**src/rtl/bfp_stream_normalizer_pkg.sv**
```systemverilog
`default_nettype none
// ============================================================================
//  Module      : bfp_stream_normalizer_pkg
//  Description : Shared definitions for the block-floating-point stream
//                normalizer: FSM state encoding, default field sizes and
//                helpers that derive field positions within an input word
//                (sign | exponent | mantissa).
//  Revision    : 1.0 - initial release
// ============================================================================
package bfp_stream_normalizer_pkg;

    // Two-phase controller: collect a block, then stream it back out aligned.
    typedef enum logic [0:0] {
        STATE_FILL  = 1'b0,
        STATE_DRAIN = 1'b1
    } state_e;

    // Default element format (half-precision style).
    localparam int DEF_EXP_SIZE  = 5;
    localparam int DEF_MANT_SIZE = 10;

    // Bit index of the sign within an element.
    function automatic int sign_pos(input int exp_size, input int mant_size);
        return exp_size + mant_size;
    endfunction

    // Lowest bit index of the exponent field within an element.
    function automatic int exp_lsb(input int mant_size);
        return mant_size;
    endfunction

    // Width of the magnitude once the hidden bit is restored.
    function automatic int mag_width(input int mant_size);
        return mant_size + 1;
    endfunction

endpackage : bfp_stream_normalizer_pkg
`default_nettype wire

```
**src/rtl/bfp_align_shift.sv**
```systemverilog
`default_nettype none
// ============================================================================
//  Module      : bfp_align_shift
//  Description : Combinational alignment of one element to the shared block
//                exponent. Restores the hidden bit (zero/subnormal exponents
//                flush it to 0), right-shifts by (block_exp - exp), and in
//                rounding mode adds the most significant shifted-out bit with
//                saturation. The sign is passed through untouched.
//  Ports       : elem      - input element {sign, exp, mant}
//                block_exp - shared block exponent (>= element exponent)
//                aligned   - {sign, aligned magnitude[MANT_SIZE:0]}
//  Revision    : 1.0 - initial release
// ============================================================================
module bfp_align_shift
    import bfp_stream_normalizer_pkg::*;
#(
    parameter int EXP_SIZE  = DEF_EXP_SIZE,
    parameter int MANT_SIZE = DEF_MANT_SIZE,
    parameter int ROUND_EN  = 0
) (
    input  logic [EXP_SIZE+MANT_SIZE:0] elem,
    input  logic [EXP_SIZE-1:0]         block_exp,
    output logic [MANT_SIZE+1:0]        aligned
);

    localparam int c_mag_w    = mag_width(MANT_SIZE);
    localparam int c_sign_pos = sign_pos(EXP_SIZE, MANT_SIZE);
    localparam int c_exp_lsb  = exp_lsb(MANT_SIZE);

    logic                 w_sign;
    logic [EXP_SIZE-1:0]  w_exp;
    logic [MANT_SIZE-1:0] w_mant;
    logic [c_mag_w-1:0]   w_mag;
    logic [EXP_SIZE-1:0]  w_shift;
    logic [c_mag_w-1:0]   w_mag_out;

    assign w_sign  = elem[c_sign_pos];
    assign w_exp   = elem[c_exp_lsb +: EXP_SIZE];
    assign w_mant  = elem[MANT_SIZE-1:0];
    assign w_mag   = {(|w_exp), w_mant};
    // The block exponent is the max over the block, so this never wraps.
    assign w_shift = block_exp - w_exp;

    generate
        if (ROUND_EN != 0) begin : g_round
            // Shift with one guard bit appended: the low bit of the result is
            // the most significant bit shifted out (0 for shift 0). Large
            // shifts push everything out, giving 0 with no rounding.
            logic [c_mag_w:0] w_ext;
            logic [c_mag_w:0] w_sum;

            assign w_ext     = {w_mag, 1'b0} >> w_shift;
            assign w_sum     = {1'b0, w_ext[c_mag_w:1]} + {{c_mag_w{1'b0}}, w_ext[0]};
            assign w_mag_out = w_sum[c_mag_w] ? {c_mag_w{1'b1}} : w_sum[c_mag_w-1:0];
        end else begin : g_trunc
            assign w_mag_out = w_mag >> w_shift;
        end
    endgenerate

    assign aligned = {w_sign, w_mag_out};

endmodule : bfp_align_shift
`default_nettype wire

```
**src/rtl/bfp_stream_normalizer.sv**
```systemverilog
`default_nettype none
// ============================================================================
//  Module      : bfp_stream_normalizer
//  Description : Collects BLOCK_LEN floating-point elements, finds their
//                maximum exponent, then streams the elements back in arrival
//                order with mantissas aligned to that shared exponent.
//  Ports       : clk, rst            - clock, synchronous active-high reset
//                in_valid/in_ready   - input element handshake
//                in_data             - {sign, exp, mant} element
//                out_valid/out_ready - output element handshake
//                out_data            - {sign, aligned magnitude}
//                out_exp             - shared block exponent
//                out_last            - final element of a block
//  Revision    : 1.0 - initial release
// ============================================================================
module bfp_stream_normalizer
    import bfp_stream_normalizer_pkg::*;
#(
    parameter int DATA_WIDTH = 16,
    parameter int EXP_SIZE   = DEF_EXP_SIZE,
    parameter int MANT_SIZE  = DEF_MANT_SIZE,
    parameter int BLOCK_LEN  = 9,
    parameter int ROUND_EN   = 0
) (
    input  logic                  clk,
    input  logic                  rst,
    input  logic                  in_valid,
    output logic                  in_ready,
    input  logic [DATA_WIDTH-1:0] in_data,
    output logic                  out_valid,
    input  logic                  out_ready,
    output logic [MANT_SIZE+1:0]  out_data,
    output logic [EXP_SIZE-1:0]   out_exp,
    output logic                  out_last
);

    localparam int               c_cnt_w    = $clog2(BLOCK_LEN);
    localparam logic [c_cnt_w-1:0] c_cnt_last = c_cnt_w'(BLOCK_LEN - 1);
    localparam logic [0:0]       c_st_fill  = STATE_FILL;
    localparam logic [0:0]       c_st_drain = STATE_DRAIN;
    localparam int               c_exp_lsb  = exp_lsb(MANT_SIZE);

    logic [0:0]            r_state;
    logic [c_cnt_w-1:0]    r_cnt;
    logic [EXP_SIZE-1:0]   r_max;
    logic [EXP_SIZE-1:0]   r_exp;
    logic [DATA_WIDTH-1:0] r_buf [BLOCK_LEN];

    logic                  w_in_acc;
    logic                  w_out_acc;
    logic                  w_cnt_at_last;
    logic [EXP_SIZE-1:0]   w_in_exp;
    logic [EXP_SIZE-1:0]   w_max_next;
    logic [DATA_WIDTH-1:0] w_drain_elem;
    logic [MANT_SIZE+1:0]  w_aligned;

    assign in_ready      = (r_state == c_st_fill);
    assign out_valid     = (r_state == c_st_drain);
    assign w_in_acc      = in_valid & in_ready;
    assign w_out_acc     = out_valid & out_ready;
    assign w_cnt_at_last = (r_cnt == c_cnt_last);

    // Running maximum including the element being accepted this cycle, so
    // the final accept of a block contributes to the shared exponent.
    assign w_in_exp   = in_data[c_exp_lsb +: EXP_SIZE];
    assign w_max_next = (w_in_exp > r_max) ? w_in_exp : r_max;

    // Element storage carries no reset: contents are only read in DRAIN,
    // which can only be reached after a complete block has been written.
    always_ff @(posedge clk) begin
        if (w_in_acc) begin
            r_buf[r_cnt] <= in_data;
        end
    end

    always_ff @(posedge clk) begin
        if (rst) begin
            r_state <= c_st_fill;
            r_cnt   <= '0;
            r_max   <= '0;
            r_exp   <= '0;
        end else begin
            case (r_state)
                c_st_fill: begin
                    if (w_in_acc) begin
                        if (w_cnt_at_last) begin
                            r_state <= c_st_drain;
                            r_cnt   <= '0;
                            r_exp   <= w_max_next;
                        end else begin
                            r_cnt   <= r_cnt + 1'b1;
                        end
                        r_max <= w_max_next;
                    end
                end
                c_st_drain: begin
                    if (w_out_acc) begin
                        if (w_cnt_at_last) begin
                            r_state <= c_st_fill;
                            r_cnt   <= '0;
                            r_max   <= '0;
                        end else begin
                            r_cnt   <= r_cnt + 1'b1;
                        end
                    end
                end
                default: begin
                    r_state <= c_st_fill;
                    r_cnt   <= '0;
                    r_max   <= '0;
                end
            endcase
        end
    end

    // Index is held while stalled, so the output payload is stable.
    assign w_drain_elem = r_buf[r_cnt];

    bfp_align_shift #(
        .EXP_SIZE  (EXP_SIZE),
        .MANT_SIZE (MANT_SIZE),
        .ROUND_EN  (ROUND_EN)
    ) u_align (
        .elem      (w_drain_elem),
        .block_exp (r_exp),
        .aligned   (w_aligned)
    );

    // Payload is forced to zero outside DRAIN so stale buffer contents
    // never appear on the output.
    assign out_data = out_valid ? w_aligned : '0;
    assign out_exp  = r_exp;
    assign out_last = out_valid & w_cnt_at_last;

endmodule : bfp_stream_normalizer
`default_nettype wire

```
**config.mk**
```make
export PLATFORM = sky130hd
export DESIGN_NAME = bfp_stream_normalizer
export DESIGN_NICKNAME = d
export VERILOG_FILES = /design/src/rtl/bfp_stream_normalizer_pkg.sv /design/src/rtl/bfp_align_shift.sv /design/src/rtl/bfp_stream_normalizer.sv
export SDC_FILE = /design/constraint.sdc
export NUM_CORES = 1
export LEC_CHECK = 0
export CORE_UTILIZATION = 54
export CTS_BUF_LIST = sky130_fd_sc_hd__clkbuf_8 sky130_fd_sc_hd__clkbuf_16
export DETAILED_ROUTE_END_ITERATION = 8
export PLACE_DENSITY = 0.83
export SLEW_MARGIN = 20
export SYNTH_ARGS = -nofsm -noshare
export SYNTH_HDL_FRONTEND = slang
export SYNTH_SLANG_ARGS = --single-unit
export TNS_END_PERCENT = 100
```
**constraint.sdc**
```tcl
create_clock -name clk -period 4 [get_ports clk]
set_input_delay 0.8 -clock clk [delete_from_list [all_inputs] [get_ports clk]]
set_output_delay 0.8 -clock clk [all_outputs]
set_load 0.01 [all_outputs]
```
Word-level counts from Yosys, hierarchy flattened
Memory sizes are Yosys's and may differ from the RTL's. A register that Yosys moved wholly into a read port is not among the register bits.
Cells that the tools add are included.
{"block": "totals", "inputBits": 20, "mem_count": 1, "ramBits": 144, "regBits": 15, "latchBits": 0, "rom_bits": 0}
{"block": "classes", "n_mul": 0, "n_addsub": 2, "reduce_logical": 4, "shifts": 1, "div_mod_pow": 0, "magnitude_cmp": 1, "n_eq_ne": 4, "n_mux": 19, "n_bitwise": 4}
{"memory": "r_buf", "depth": 9, "width": 16, "rd": 1, "rd_clocked_by_memory_dff": 1, "write_ports": 1, "line_no": "bfp_stream_normalizer.sv:47", "source": "logic [DATA_WIDTH-1:0] r_buf [BLOCK_LEN];"}
{"cell": "$mux 4", "count": 5}
{"cell": "$mux 5", "count": 4}
{"cell": "$mux 12", "count": 1}
{"cell": "$shr 11x5->11", "count": 1}
{"cell": "$pmux 5 s2", "count": 1}
{"cell": "$pmux 4 s2", "count": 1}
{"cell": "$mux 1", "count": 6}
{"cell": "$ne 2x1->1 const B", "count": 3}
{"cell": "$reduce_and 3->1", "count": 2}
{"cell": "$gt 5x5->1", "count": 1}
{"cell": "$reduce_or 5->1", "count": 1}
{"cell": "$sub 5x5->5", "count": 1}
{"cell": "$add 4x1->4 const B", "count": 1}
{"cell": "$eq 4x4->1 const B", "count": 1}
{"cell": "$and 1x1->1", "count": 3}
{"cell": "$pmux 1 s2", "count": 1}
{"cell": "$reduce_and 2->1", "count": 1}
{"cell": "$not 1->1", "count": 1}

Depth between registers and ports, before layout
Gate-level depths: netlist of run 1.
{"block": "logic_depth", "ltp_word": 6, "ltp_mapped": 16, "mapped_depth_nobuf": 12}

By module
From an unflattened synthesis of run 1, not the netlist that was laid out.
{"block": "hier_totals", "hier_cells": 441, "hier_area_um2": 7236.9}
{"mod": "bfp_stream_normalizer", "area_per_inst_um2": 6645.1, "cells_per_inst": 365, "instances": 1, "seq_area_each_um2": 4704.5}
{"mod": "bfp_align_shift", "area_per_inst_um2": 591.8, "cells_per_inst": 76, "instances": 1, "seq_area_each_um2": 0.0}

Worst setup path before layout of run 1
No wires, ideal clock.
{"block": "synth_timing", "kind": "register to output", "startpoint": "register (tool-made name)", "endpoint": "output port out_data[7]", "path_slack_ns": -0.108, "path_buffers": 4, "arrival_time_ns": 3.308, "stages_incl_launch_ff": 16, "path_cell_list": "dfxtp_1 -> buf_6 -> buf_6 -> buf_8 -> mux2i_1 -> a22o_1 -> o31ai_2 -> ha_1 -> fa_1 -> inv_1 -> a21o_1 -> a21oi_1 -> xnor3_1 -> or3_4 -> buf_6 -> a2111oi_1"}
{"item": "to (decl)", "line_no": "bfp_stream_normalizer.sv:32", "source": "output logic [MANT_SIZE+1:0] out_data,"}

==> impl_metrics.tcl, run 1 <==
set metrics [dict create \
    crit_family "simple AND/OR/NAND/NOR gates" \
    crit_slowest_cell "dfxtp_4" \
    grt_overflow 0 \
    synth_edf_count 144 \
    max_stage_delay_ns 0.37 \
    drt_first_pass_iters 6 \
    io_pins 40 \
    syn_nets 507 \
    drive_gt1_share_pct 27.4 \
    grt_max_degree 21 \
    power_density_mw_per_mm2 461 \
    yosysUniqueCellTypes 64 \
    failed_checks "setup timing" \
    fp-row-count 41 \
    design_area_mm2 0.00878 \
    cts_sinks 163 \
    crit_chain "and2b_2 > a22o_1 > o31ai_4 > ha_2 > fa_2 > inv_1 > a21o_1 > a21oi_2 > xnor3_1 > or3_4 > buf_6 > or3_4 > o31ai_4 > buf_2" \
    setup_slack_ns -0.389 \
    cts.path.max_buffers 2 \
    dp_hpwl_um 10500 \
    required_ns 3.20 \
    netlist_top_cells_count "edfxtp_1, mux2i_1, nor2_1, a21oi_1" \
    grt_usage_pct 27.3 \
    die_x_um 117 \
    wl_per_cell_um 23.7 \
    root_buffer "clkbuf_16" \
    crit_fanout 5 \
    htreeDepth 4 \
    place.gp.congestion 0.861 \
    yosys_warnings 0 \
    yosysTopAreaCell "edfxtp_1" \
    skew_ns 0.0107 \
    grt_antenna_before_repair 0 \
    irDropWorstVdd_v 0.000269 \
    synth_seq_cells 163 \
    drv_cap 0 \
    run_status "complete, but fails checks" \
    clock_latency_ns 0.42 \
    finalSetupViolCount 11 \
    fin_crit_sh_pct 110 \
    dp_slack_ns -0.467 \
    fill_cells 799 \
    dr_total_vias 4718 \
    synth_area_leaders "edfxtp_1, mux4_2, dfxtp_1" \
    arrival_ns 3.59 \
    portBuffers 39 \
    start_util_pct 55.9 \
    grt_pass1_wl_um 26100 \
    netlist_area_mm2 0.00711 \
    area_delta_synth_final_pct 23.6 \
    die_y_um 117 \
    drtIter0Drc 615 \
    cp-end-kind "primary output" \
    ys_seq_area_share_pct 66.2 \
    rsz0062_at_grt "true" \
    async_flop_share_pct 0 \
    synth.avg_cell_area_um2 15.1 \
    drc 0 \
    yosysMostFrequentCell "edfxtp_1" \
    synth_top_area_share_pct 60.8 \
    numCtsBuffers 17 \
    leakage_nw 3.09 \
    grt_pass1_vias 4681 \
    post_dp_cell_area_mm2 0.00801 \
    finalCriticalPeriod_ns 4.39 \
    ant_nets 0 \
    path_class "reg2out" \
    max_slew.worst_pin.slew_ns 0.586 \
    wl_um 17700 \
    num_antenna_cells 0 \
    core_area_mm2 0.0127 \
    start_kind "flip-flop" \
    synthCells 472 \
    hold_class "reg2reg" \
    slew_violations 0 \
    hold_viol_final 0 \
    viasPerCell 6.30 \
    synth_ff_type "edfxtp_1" \
    path_clk_slew_ns 0.07 \
    slew_headroom_pct 60.8 \
    cts_tree "done" \
    max_freq_mhz 228 \
    fin_nets 599 \
    critPathBufInv 3 \
    dieArea_mm2 0.0136 \
]
[layout make-up]
type	count	area (um2)	area share (%)
Sequential cell	163	4710	53.6
Multi-Input combinational cell	265	2390	27.2
Timing Repair Buffer	95	806	9.17
Clock buffer	17	425	4.84
Tap cell	172	215	2.45
Clock inverter	15	150	1.71
Inverter	22	86.3	0.983
[metrics by stage]
| step | instances | total power [W] | util, % | hold slack (ns) | TNS (ns) |
|---|---|---|---|---|---|
| finish | 749 | 0.00405 | 69.1 | 0.491 | -3.32 |
| detailed placement | 710 | 0.00242 | 63.0 | 0.478 | -3.50 |
| CTS | 744 | 0.00400 | 67.9 | 0.483 | -3.03 |
| global route | 749 | 0.00416 | 69.1 | 0.495 | -4.90 |
| floorplan | 472 | 0.00224 | - | 0.448 | -0.0551 |
| global placement | 710 | 0.00240 | 63.0 | 0.463 | -2.36 |
[timing repair]
| item | 4_1_cts | 5_1_grt |
|---|---|---|
| resized for setup | 56 | 20 |
| hold buffers | 0 | 0 |
| pin swaps | 6 | 4 |
| setup buffers | 2 | 4 |
| gates cloned | 0 | 1 |
| setup endpoints to repair | 11 | 11 |
[power breakdown]
part,switching [W],internal (W),leakage (nW)
clock,0.000704,0.000876,0.283
sequential,0.0000155,0.00188,1.46
combinational,0.000323,0.000250,1.35
[flip-flops by register name (all words and copies together), names as in the netlist, named ones only]
signal and cells:
out_exp 5, out_valid 1, r_max 5, r_buf 144
r_cnt 4
[layer usage]
metal | GRT usage, % | routed length (um) | vias up
met1 | 34.8 | 7030 | 2323
met4 | 14.8 | 614 | 0
li1 | - | - | 2016
met5 | 0 | 0 | -
met3 | 5.76 | 1210 | 71
met2 | 44.1 | 8870 | 308
[kinds of logic after synthesis]
group           after synthesis  synth area share [%]
flops                       163                  66.2
simple gates                107                  7.60
compound gates               84                  8.06
mux                          54                  11.5
buf+inv                      44                  3.08
fa+ha+maj                    15                  2.75
xor+xnor                      5                 0.810
[cells in the final DEF (no fill, tap or decap), drive strengths merged, types with 14 or more instances in the layout]
cell type,count
inv,29
clkdlybuf4s50,28
mux4,22
ha,14
mux2i,30
dfxtp,19
clkbuf,18
edfxtp,144
buf,65
a21oi,24
nand2,19
nor2,29
[worst reg2reg max path, delay by kind of cell (launching register included)]
family	cells	cell delay [ns]
buf+inv	2	0.61
flops	1	0.42
simple gates	3	0.87
[path summary, 6_finish.rpt]
| path | slack [ns] | from | endpoint | cells after the start |
|---|---|---|---|---|
| setup / recovery | -0.39 | flip-flop | out_data[4] | 14 |
| hold / removal | 0.49 | r_max[1]$_SDFFE_PP0P_ | r_max[1]$_SDFFE_PP0P_ | 2 |
| setup reg to reg | 1.77 | out_valid$_SDFF_PP0_ | r_buf[2][4]$_DFFE_PP_ | 5 |
| hold reg to reg | 0.49 | r_max[1]$_SDFFE_PP0P_ | r_max[1]$_SDFFE_PP0P_ | 2 |
Note: power is estimated with default switching activity, not from simulation.
==> run 2: changes to the inputs <==
Settings changed: PLACE_DENSITY 0.83 to 0.76, SYNTH_HIERARCHICAL from default to 1.
==> run 2 against run 1 <==
  * The run still ends with setup timing left
  * Global-route usage is 4.1 points lower
  * Power is 5.0% higher
  * Wire length is 16% lower
  * Clock power is 13% higher
  * Non-clock buffer count is 11 lower
  * Clock skew is 0.0017 ns lower
  * Via count is 9.9% lower
  * Register-to-register slack better by 0.24 ns
  * Fmax is 2.0% higher
  * Critical path depth is 2 lower
  * Design area is 0.91% higher
  * Critical path type unchanged
  * Largest power group unchanged
==> impl_metrics.tcl, run 2 <==
set metrics [dict create \
    die_y_um 118 \
    place.gp.congestion 0.802 \
    hold_viol_final 0 \
    cts_sinks 163 \
    largest_register_ffs 144 \
    max_stage_delay_ns 0.51 \
    arrival_ns 3.50 \
    core_area_mm2 0.0128 \
    grt_max_degree 27 \
    rsz0062_at_grt "true" \
    drt_first_pass_iters 5 \
    viasPerCell 5.99 \
    fin_crit_sh_pct 108 \
    synth_seq_cells 163 \
    synthCells 441 \
    cp-end-kind "primary output" \
    grt_pass1_vias 4291 \
    path_class "reg2out" \
    start_kind "flip-flop" \
    slew_violations 0 \
    htreeDepth 4 \
    max_freq_mhz 232 \
    yosys_warnings 6 \
    synth_top_area_share_pct 59.8 \
    dp_hpwl_um 8860 \
    p_total_w 0.00426 \
    drc 0 \
    failed_checks "setup timing" \
    power_density_mw_per_mm2 480 \
    path_clk_slew_ns 0.06 \
    start_util_pct 56.4 \
    crit_fanout 5 \
    crit_chain "buf_6 > mux4_2 > mux2i_1 > o21ai_1 > inv_1 > fa_2 > buf_6 > mux2i_2 > mux4_2 > o22ai_2 > and2_1 > buf_2" \
    synth_xor_area_share_pct 0.467 \
    finalSetupViolCount 11 \
    io_pins 40 \
    fill_cells 828 \
    cts.path.max_buffers 2 \
    slew_headroom_pct 58.3 \
    yosysTopAreaCell "edfxtp_1" \
    fin_hold_ws_ns 0.486 \
    muxShareOfSynthArea_pct 17.3 \
    synth_area_leaders "edfxtp_1, mux4_1, dfxtp_1" \
    ant_nets 0 \
    netlist_top_cells_count "edfxtp_1, mux2i_1, nand2_1, mux4_1, and2_1" \
    netlist_area_mm2 0.00724 \
    fin_util_pct 69.1 \
    synth_top_family_by_area "multiplexers" \
    numCtsBuffers 17 \
    ys_seq_area_share_pct 65.0 \
    grt_overflow 0 \
    crit_slowest_cell "mux4_2" \
    dieArea_mm2 0.0139 \
    hold_buffers 0 \
    final_cell_mix "edfxtp_1, buf_4, nand2_1" \
    synthSimpleGateAreaFrac_pct 6.97 \
    drtIter0Drc 338 \
    fin_nets 558 \
    yosysUniqueCellTypes 46 \
    die_x_um 118 \
    grt_pass1_wl_um 23700 \
    synth_ff_type "edfxtp_1" \
    leakage_nw 3.08 \
    synth_compound_area_share_pct 4.93 \
    largest_register "r_buf" \
    drive_gt1_share_pct 25.9 \
    async_flop_share_pct 0 \
    wl_per_cell_um 21.1 \
    required_ns 3.20 \
    hold_class "reg2reg" \
    yosysMostFrequentCell "edfxtp_1" \
    grt_antenna_before_repair 0 \
    root_buffer "clkbuf_16" \
    run_status "complete, but fails checks" \
    final_common_cell "edfxtp_1" \
    area_delta_synth_final_pct 22.5 \
    setup_slack_ns -0.305 \
    dr_total_vias 4250 \
    grt_usage_pct 23.2 \
    synth-adder-area-share_pct 2.52 \
    cts_tree "done" \
    max_slew.worst_pin.slew_ns 0.624 \
    skew_ns 0.00899 \
    finalCriticalPeriod_ns 4.30 \
    clock_latency_ns 0.42 \
    synth.avg_cell_area_um2 16.4 \
    syn_nets 475 \
    fp-row-count 41 \
    drv_cap 0 \
    irDropWorstVdd_v 0.000406 \
    wl_um 15000 \
    num_antenna_cells 0 \
    portBuffers 39 \
    synth_edf_count 144 \
]
[run 2: repair_timing]
action,4_1_cts,5_1_grt
cloned,2,0
hold endpoints to repair,0,0
setup buffers,6,1
endpoints found under the setup margin,11,11
resized for setup,80,8
pin swaps,21,6
[run 2: per-stage QoR]
step | cell area, um2 | setup TNS [ns] | instances | setup WS (ns)
2_1_floorplan | 7250 | 0 | 441 | 0.00595
3_3_place_gp | 8000 | -3.41 | 668 | -0.358
3_5_place_dp | 8000 | -4.90 | 668 | -0.481
4_1_cts | 8830 | -2.34 | 708 | -0.336
5_1_grt | 8860 | -3.91 | 709 | -0.443
6_report | 8860 | -2.15 | 709 | -0.305
[run 2: area by class of cell]
class                   instances  area (um2)  area share, %
clock buffers                  17         425           4.80
clock inverters                15         225           2.54
inverters                      16        60.1          0.677
multi-input cells             242        2490           28.1
flip-flops and latches        163        4710           53.1
well taps                     172         215           2.43
repair buffers                 84         736           8.30
[run 2: report_power, final]
group | switching, W | internal [W]
Sequential | 0.0000144 | 0.00189
Combinational | 0.000283 | 0.000282
Clock | 0.000675 | 0.00112
[run 2: layer usage]
metal | vias to the layer above | global-route usage (%) | routed length, um
met3 | 26 | 6.15 | 1010
met4 | 0 | 7.45 | 198
li1 | 1907 | - | -
met5 | - | 0 | 0
met2 | 175 | 39.0 | 7590
met1 | 2142 | 29.5 | 6150
[run 2: final timing paths]
path | startpoint | end | slack (ns) | cells after the start
worst max-delay path | flip-flop | out_data[0] | -0.30 | 12
worst min-delay path | r_max[2]$_SDFFE_PP0P_ | r_max[2]$_SDFFE_PP0P_ | 0.49 | 2
worst max register to register | out_valid$_SDFF_PP0_ | flip-flop | 2.01 | 5
worst min register to register | r_max[2]$_SDFFE_PP0P_ | r_max[2]$_SDFFE_PP0P_ | 0.49 | 2
[run 2: logic make-up after synthesis]
kind of cell	after synthesis
mux	71
simple gates	99
compound gates	54
flops	163
xor+xnor	3
fa+ha+maj	14
buf+inv	37
[run 2: critical path: cells and delay by family, from the launching register on]
| kind | cells | cell delay [ns] |
|---|---|---|
| AOI/OAI and AO/OA | 2 | 0.26 |
| adders and majority gates | 1 | 0.47 |
| buffers and inverters | 4 | 0.51 |
| DFF | 1 | 0.37 |
| muxes | 4 | 1.31 |
| and+or+nand+nor | 1 | 0.15 |
